--- config.mk ---
export PLATFORM = sky130hd
export DESIGN_NAME = ad9653_tx
export DESIGN_NICKNAME = d
export VERILOG_FILES = /design/src/rtl/ad9653_tx_pkg.sv /design/src/rtl/ad9653_tx_lane_skew_delay.sv /design/src/rtl/ad9653_tx.sv
export SDC_FILE = /design/constraint.sdc
export NUM_CORES = 1
export LEC_CHECK = 0
export ABC_AREA = 1
export CORE_MARGIN = 3
export CORE_UTILIZATION = 35
export CTS_BUF_LIST = sky130_fd_sc_hd__clkbuf_4
export DETAILED_ROUTE_END_ITERATION = 7
export RECOVER_POWER = 100
export SYNTH_ARGS = -nofsm -noshare
export SYNTH_HDL_FRONTEND = slang
export SYNTH_SLANG_ARGS = --single-unit
export TNS_END_PERCENT = 1
--- constraint.sdc ---
create_clock -name clk -period 3.28 [get_ports clk]
set_input_delay 0.328 -clock clk [delete_from_list [all_inputs] [get_ports clk]]
set_output_delay 0.328 -clock clk [all_outputs]
set_load 0.005 [all_outputs]
--- src/rtl/ad9653_tx_pkg.sv ---
// Shared encodings and frame geometry for the AD9653-style serial LVDS transmitter.
package ad9653_tx_pkg;

  localparam int LANES      = 8;
  localparam int CHANNELS   = 4;
  localparam int FRAME_BITS = 8;

  localparam logic [15:0] ALT_EVEN = 16'hAAAA;
  localparam logic [15:0] ALT_ODD  = 16'h5555;

  typedef enum logic [1:0] {
    MODE_STREAM = 2'd0,
    MODE_RAMP   = 2'd1,
    MODE_FIXED  = 2'd2,
    MODE_ALT    = 2'd3
  } mode_t;

  typedef enum logic [1:0] {
    ST_IDLE  = 2'd0,
    ST_LOAD  = 2'd1,
    ST_SHIFT = 2'd2
  } state_t;

endpackage

--- src/rtl/ad9653_tx_lane_skew_delay.sv ---
// One-bit delay line with a selectable 0..7 cycle delay; it keeps shifting at all times.
module lane_skew_delay (
  input  logic       clk,
  input  logic       reset_n,
  input  logic [2:0] delay,
  input  logic       din,
  output logic       dout
);

  logic [6:0] dl;
  logic [7:0] taps;

  always_ff @(posedge clk or negedge reset_n) begin
    if (!reset_n) dl <= '0;
    else          dl <= {dl[5:0], din};
  end

  // tap 0 is the undelayed input, tap k is din from k cycles ago
  assign taps = {dl, din};
  assign dout = taps[delay];

endmodule

--- src/rtl/ad9653_tx.sv ---
// Four-channel, two-lane-per-channel serial transmitter with frame clock, test modes
// and per-lane skew/inversion.
module ad9653_tx
  import ad9653_tx_pkg::*;
#(
  parameter logic [7:0]  FLIP_D     = 8'h00,
  parameter bit          FLIP_FRAME = 1'b0,
  parameter logic [23:0] LANE_SKEW  = 24'h0
) (
  input  logic        clk,
  input  logic        reset_n,
  input  logic        enable,
  input  logic [1:0]  mode,
  input  logic [15:0] pattern,
  input  logic [63:0] samp_data,
  input  logic        samp_valid,
  output logic        samp_ready,
  output logic [7:0]  tx_lane,
  output logic        tx_fco,
  output logic        frame_start,
  output logic [15:0] underrun_cnt,
  output logic [1:0]  fsm_state
);

  state_t      state, next_state;
  logic [2:0]  bcnt, next_bcnt;
  logic        load, start;
  mode_t       mode_sel;
  logic [15:0] word      [CHANNELS];
  logic [15:0] last_word [CHANNELS];
  logic [FRAME_BITS-1:0] sr [LANES];
  logic [15:0] ramp;
  logic        alt;
  logic [15:0] underrun;
  logic        fco_q, fs_q;

  assign mode_sel = mode_t'(mode);

  always_ff @(posedge clk or negedge reset_n) begin
    if (!reset_n) begin
      state <= ST_IDLE;
      bcnt  <= '0;
    end else begin
      state <= next_state;
      bcnt  <= next_bcnt;
    end
  end

  always_comb begin
    next_state = state;
    next_bcnt  = bcnt;
    load       = 1'b0;
    start      = 1'b0;
    case (state)
      ST_IDLE: begin
        if (enable) begin
          next_state = ST_LOAD;
          start      = 1'b1;
        end
      end
      ST_LOAD: begin
        load       = 1'b1;
        next_state = ST_SHIFT;
        next_bcnt  = 3'd0;
      end
      ST_SHIFT: begin
        if (bcnt != 3'd7) begin
          next_bcnt = bcnt + 3'd1;
        end else begin
          next_bcnt = 3'd0;
          if (enable) load = 1'b1;
          else        next_state = ST_IDLE;
        end
      end
      default: begin
        next_state = ST_IDLE;
        next_bcnt  = 3'd0;
      end
    endcase
  end

  // Handshake: samp_ready is combinational and high only on a stream-mode load cycle;
  // samp_data is taken at that cycle's clock edge if samp_valid, otherwise it is an underrun.
  assign samp_ready = load && (mode_sel == MODE_STREAM);

  always_comb begin
    for (int k = 0; k < CHANNELS; k++) begin
      word[k] = last_word[k];
      case (mode_sel)
        MODE_STREAM: if (samp_valid) word[k] = samp_data[(CHANNELS-1-k)*16 +: 16];
        MODE_RAMP:   word[k] = ramp + 16'(k);
        MODE_FIXED:  word[k] = pattern;
        MODE_ALT:    word[k] = alt ? ALT_ODD : ALT_EVEN;
      endcase
    end
  end

  always_ff @(posedge clk or negedge reset_n) begin
    if (!reset_n) begin
      for (int i = 0; i < LANES; i++) sr[i] <= '0;
      for (int k = 0; k < CHANNELS; k++) last_word[k] <= '0;
      ramp     <= '0;
      alt      <= 1'b0;
      underrun <= '0;
      fco_q    <= 1'b0;
      fs_q     <= 1'b0;
    end else begin
      // Shifting in zeros means a finished frame drains to an idle-low lane.
      for (int i = 0; i < LANES; i++) sr[i] <= {sr[i][FRAME_BITS-2:0], 1'b0};
      if (load) begin
        for (int k = 0; k < CHANNELS; k++) begin
          last_word[k]        <= word[k];
          sr[LANES-1-2*k]     <= word[k][15:8];
          sr[LANES-2-2*k]     <= word[k][7:0];
        end
      end
      if (start)                                  ramp <= '0;
      else if (load && mode_sel == MODE_RAMP)     ramp <= ramp + 16'd1;
      if (start)                                  alt  <= 1'b0;
      else if (load && mode_sel == MODE_ALT)      alt  <= ~alt;
      if (load && mode_sel == MODE_STREAM && !samp_valid && underrun != 16'hFFFF)
        underrun <= underrun + 16'd1;
      fco_q <= (next_state == ST_SHIFT) && !next_bcnt[2];
      fs_q  <= (next_state == ST_SHIFT) && (next_bcnt == 3'd0);
    end
  end

  for (genvar i = 0; i < LANES; i++) begin : g_lane
    logic dly;
    lane_skew_delay u_dly (
      .clk     (clk),
      .reset_n (reset_n),
      .delay   (LANE_SKEW[3*i +: 3]),
      .din     (sr[i][FRAME_BITS-1]),
      .dout    (dly)
    );
    assign tx_lane[i] = dly ^ FLIP_D[i];
  end

  assign tx_fco       = fco_q ^ FLIP_FRAME;
  assign frame_start  = fs_q;
  assign underrun_cnt = underrun;
  assign fsm_state    = state;

endmodule

# Word-level counts from Yosys, hierarchy flattened
# Index checks and enable logic that the tools add are counted.
op_classes:
  n_addsub: 5
  n_mul: 0
  n_div: 0
  magnitude_cmp: 0
  n_eq_ne: 8
  n_shift: 0
  mux: 24
  bitwise_logic: 1
  n_reduce_logical: 14
op_table:
  columns: ["op", "count"]
  rows:
  - ["case mux 16 bit (4 select lines)", 4]
  - ["2-to-1 mux 16 bit", 7]
  - ["2-to-1 mux 64 bit", 1]
  - ["adder 16 x 1 -> 16 bit (second input constant)", 2]
  - ["adder 16 x 2 -> 16 bit (second input constant)", 2]
  - ["!= test 16 bit (second input constant)", 1]
  - ["equality test 2 bit (second input constant)", 4]
  - ["logical AND 1 bit", 7]
  - ["2-to-1 mux 2 bit", 3]
  - ["case mux 2 bit (3 select lines)", 1]
  - ["case mux 3 bit (2 select lines)", 1]
  - ["2-to-1 mux 1 bit", 5]
  - ["equality test 2 x 1 -> 1 bit (second input constant)", 2]
  - ["zero test 2 bit", 2]
  - ["nonzero test 2 bit", 2]
  - ["adder 3 x 1 -> 3 bit (second input constant)", 1]
  - ["zero test 3 bit", 1]
  - ["2-to-1 mux 3 bit", 1]
  - ["!= test 3 bit (second input constant)", 1]
  - ["zero test 1 bit", 2]
  - ["case mux 1 bit (2 select lines)", 1]
  - ["inverter 1 bit", 1]
word_totals:
  reg_bits: 168
  latch_bits: 0
  ramBits: 0
  rom_bits: 0
  inputBits: 86
  output_inout_bits: 29
  word_cells: 71
  memories: 0

# Depth between registers and ports, before layout
logic_depth:
  ltp_word: 6
  depth_mapped: 11
  depth_no_buf: 11

# Cells and area by module
# From an unflattened synthesis, not the netlist that was laid out.
unflattened:
  cells_unflattened: 1484
  hier_area_um2: 11243.3
by_module_without_submodules:
  columns: ["mod", "n_inst", "cells_each", "area_per_inst_um2", "seq_area_each_um2"]
  rows:
  - ["ad9653_tx", 1, 1204, 8961.1, 4204.0]
  - ["lane_skew_delay", 8, 35, 285.3, 175.2]

# Least setup slack after synthesis
# OpenSTA, ideal clock, no wires.
synth_timing:
  path_kind: "register to register"
  start: "register state[0] (netlist: fsm_state[0])"
  end: "register sr[12] (netlist name)"
  setup_ns: 0.127
  arrival_time_ns: 1.556
  t_required_ns: 3.153
  path_slack_ns: 1.596
  path_stages_with_launch: 11
  path_buffers: 3
  period_less_slack_ns: 1.684
  cell_sequence: "dfrtp_1 inv_1 ha_1 nand2_1 o21ai_2 nand2_2 buf_2 buf_6 buf_2 nand2_1 nand2_1"
synth_via:
  elab_chain_len: 3
  word_cells_on_any_way: 4
  classes_between: "2 x eq/ne; 2 x mux"
synth_rtl:
  columns: ["item", "line", "source"]
  rows:
  - ["from (decl)", "ad9653_tx.sv:25", "state_t state, next_state;"]
  - ["from (signal assigned)", "ad9653_tx.sv:44", "state <= next_state;"]
  - ["equality test 2 bit / equality test 2 x 1 -> 1 bit (equally long branches)", "ad9653_tx.sv:54", "case (state)"]
  - ["case mux 1 bit (2 select lines) *", "ad9653_tx.sv:54", null]
  - ["2-to-1 mux 64 bit *", "ad9653_tx.sv:110", "if (load) begin"]
  - ["to (signal, indexed assignment)", "ad9653_tx.sv:113", "sr[LANES-1-2*k] <= word[k][15:8];"]
  - ["to (signal, indexed assignment)", "ad9653_tx.sv:114", "sr[LANES-2-2*k] <= word[k][7:0];"]
  - ["to (decl)", "ad9653_tx.sv:31", "logic [FRAME_BITS-1:0] sr [LANES];"]
# Mark *: on every way between the ends. The rest lies on a longest branch, timed or not.
# A chain may end at the register's enable or synchronous reset.

# Worst setup path in the final report
layout_timing:
  start: "register state[0] (netlist: fsm_state[0])"
  end: "output samp_ready"
layout_via:
  elab_chain_len: 3
  word_cells_on_any_way: 4
  classes_between: "2 x eq/ne; 1 x mux; 1 x reduce/logical"
layout_rtl:
  columns: ["item", "line", "source"]
  rows:
  - ["equality test 2 bit / equality test 2 x 1 -> 1 bit (equally long branches)", "ad9653_tx.sv:54", null]
  - ["case mux 1 bit (2 select lines) *", "ad9653_tx.sv:54", null]
  - ["logical AND 1 bit *", "ad9653_tx.sv:84", "assign samp_ready = load && (mode_sel == MODE_STREAM);"]
  - ["to (decl)", "ad9653_tx.sv:17", "output logic samp_ready,"]
# Marks and branches as above.

==> reports/metrics.csv <==
stage,metric,value,unit
logic_synthesis,synth unique cells,35,
cts,root buf cell,clkbuf_4,
critical_path,required time of the critical path,2.95,ns
routing,Initial DRC Count,699,
grt,antenna violations before repair,1,
sta,Fin Setup TNS,0,ns
placement,placed cells,1636,
cts,TritonCTS buffer count,17,
cts,"Clk Latency, worst-skew pair",0.58,ns
flow_run,# Max-Cap Violations,1,
sta,post-route clock period utilization,0.8782,
cts,"Setup Fix Bufs, Post-CTS",0,
logic_synthesis,syn_nets,1337,
logic_synthesis,top post-synthesis cells by area,"dfrtp_1 46%, nand2_1 19%, o21ai_0 5.5%, inv_1 4.2%, nand3_1 4.1%",
grt,GRT Util Overall,0.1978,
power,Reg power frac,0.469,
final_layout,layout cell share with drive strength beyond 1,0.05531,
critical_path,flop-to-flop setup slack,0.47,ns
routing,Vias/cell,5.008,
cts,CTS tree,done,
floorplan,Die Area,0.02814,mm2
logic_synthesis,sequential fraction of the synthesis area,0.4591,
power,switching fraction of total power,0.3771,
final_layout,"non-filler cells, final",1669,
routing,vias,8358,
power,pwr/cell area,609.4,mW/mm2
final_layout,"leading cell type in the layout, fill and taps excluded",nand2_1,
power,Clk network pwr share,0.193,
sta,min cycle time layout,2.881,ns
critical_path,Setup CP Type,reg -> out,
grt,first-pass GRT wire length,44100,um
routing,DRC,0,
logic_synthesis,Yosys reg bits,168,
logic_synthesis,cell area after synthesis,0.009158,mm2
grt,pin count of the biggest net entering global routing,79,
routing,number of iterations in the first detailed-routing pass,5,
worst_hold_path,worst hold stages,6,
placement,dpl hpwl,20360,um
critical_path,r2r endpoint,ramp[14]$_DFFE_PN0P_,
logic_synthesis,Synth Area per Inst,7.385,um2
grt,vias in the first global route,8068,
power,switching pwr,2.475,mW
logic_synthesis,Yosys warning count,0,
sta,f_max,0.3471,GHz
floorplan,die width,167.8,um
floorplan,Chip Height,167.8,um
placement,Port Buf Inserts,114,
floorplan,Core Footprint,0.02547,mm2
sta,setup violators final,0,
sta,Fin Hold WS,0.4285,ns
critical_path,Critical Path Sink Type,primary output,
power,leakage dissipation,5.446,nW
sta,"Slew Viols, Final",77,
floorplan,Top Ports,115,
critical_path,startpoint types,flop,
floorplan,row count,58,
sta,RSZ-0062 raised after global routing,false,
critical_path,Worst Reg2Reg Path Length in Cells,10,
critical_path,CP arrival,2.55,ns
routing,Routed Antenna Nets,0,
cts,clk sinks,168,
cts,clock-pin slew of the registers on the worst-case setup and hold paths,0.16,ns
final_layout,layout net count,1423,
placement,routability cong.,0.9520,
sta,final clock skew,0.02619,ns
logic_synthesis,Synth top area share,0.4591,
power,internal power,4.088,mW
power,Comb power frac,0.339,
final_layout,Final Util,0.4228,
logic_synthesis,cell taking the most area after synthesis,dfrtp_1,
routing,WL/cell,16.74,um
worst_hold_path,hold wc startpoint,samp_valid,
sta,Slew HR,-0.3329,
routing,final WL,27940,um
final_layout,area delta synth->final,17.60,%
worst_hold_path,HP Class,in -> reg,
logic_synthesis,Cells after Synth,1240,
worst_hold_path,Hold EP,sr[56]$_DFF_PN0_,
power,worst vdd ir,0.3510,mV
cts,cts repair resizes,0,
cts,clock buffer depth,2,
cts,H-tree Lvls,4,
floorplan,Initial Util,0.3595,
grt,grt total ovfl,0,
critical_path,worst r2r src,fsm_state[0]$_DFF_PN0_,
sta,endpoints failing hold,0,
final_layout,highest-count cells in the layout ignoring fill and taps,"467 x nand2_1, 168 x dfrtp_1, 115 x o21ai_0",
run_status,failing checks,"max-capacitance violations, max-slew violations",
sta,Tightest Pin Transition,1.999,ns
run_status,outcome,"complete, but fails checks",
critical_path,CP max FO,7,
layer usage:
metal  routed length, um  part of all wire  global-route usage  vias to the layer above
met5                   0                 0                   0                        -
met4                 478             0.017             0.04660                        0
met3                1418             0.051             0.03187                       26
met2               13200              0.47              0.3198                      222
met1               12840              0.46              0.2798                     3962
li1                    -                 -                   -                     4148
Yosys cell counts, drive strengths merged:
cell	instances
nor2	98
inv	110
o22ai	6
o211ai	8
a22o	2
clkbuf	18
nand2	472
dfrtp	168
nand4	19
o21ai	124
a31oi	12
nor3	11
buf	44
nand3	76
xnor2	1
o21bai	1
ha	11
o31ai	5
a21oi	32
xor2	13
o221ai	9
cell families after synthesis:
group,count (synthesis),share of synthesized area
flops,168,0.4591
fa+ha+maj,11,0.01503
compound gates,199,0.1200
xor+xnor,14,0.01339
simple gates,676,0.3076
buf+inv,172,0.08498
worst max-delay path, stage by stage (launching register included):
cell and delay, ns:
dfrtp_1 0.46, inv_1 0.10, ha_1 0.24, nand2_1 0.11, o21ai_2 0.12, nand2_1 0.21, nor2_4 0.21, clkdlybuf4s50_1 0.53
power groups by stage:
stage	Sequential [mW]	Combinational, mW	Clock (mW)
global placement	3.11	2.27	0
floorplan	3.04	1.57	0
global route	3.16	2.55	1.38
detailed placement	3.13	2.31	0
finish	3.08	2.22	1.26
CTS	3.09	2.32	1.30
worst max path at each step:
stage / cells past startpoint / from / end / slack, ns
global route: 10 / fsm_state[0]$_DFF_PN0_ / ramp[14]$_DFFE_PN0P_ / 0.19
global placement: 8 / mode[1] / last_word[56]$_DFFE_PN0N_ / 0.84
CTS: 7 / fsm_state[0]$_DFF_PN0_ / samp_ready / 0.42
floorplan: 10 / fsm_state[0]$_DFF_PN0_ / sr[12]$_DFF_PN0_ / 1.60
finish: 7 / fsm_state[0]$_DFF_PN0_ / samp_ready / 0.40
detailed placement: 8 / mode[1] / last_word[56]$_DFFE_PN0N_ / 0.82
layout make-up:
cell class	count	area [um2]
Timing Repair Buffer	129	1294
Fill cell	2622	14700
Sequential cell	168	4204
Tap cell	330	412.9
Multi-Input combinational cell	900	4156
Antenna cell	1	2.502
Inverter	110	415.4
Clock inverter	12	141.4
Clock buffer	19	142.6
flip-flops by register name, indices dropped and copies added (netlist names):
signal        count
alt               1
bcnt              3
frame_start       1
fsm_state         2
last_word        64
ramp             16
sr               64
tx_fco            1
underrun_cnt     16
through the flow:
stage	total power, mW	area [um2]	setup slack, ns
after floorplan	4.611	9158	1.596
after global placement	5.383	10510	0.8372
after detailed placement	5.444	10510	0.8166
after CTS	6.712	10800	0.4234
after global routing	7.086	10770	0.1924
final	6.563	10770	0.3994
repair_timing:
action / in CTS / in global routing
endpoints found under the setup margin: 0 / 0
hold buffers: 1 / 0
hold endpoints to repair: 76 / 0
No activity file was read; power rests on OpenSTA's default activity.
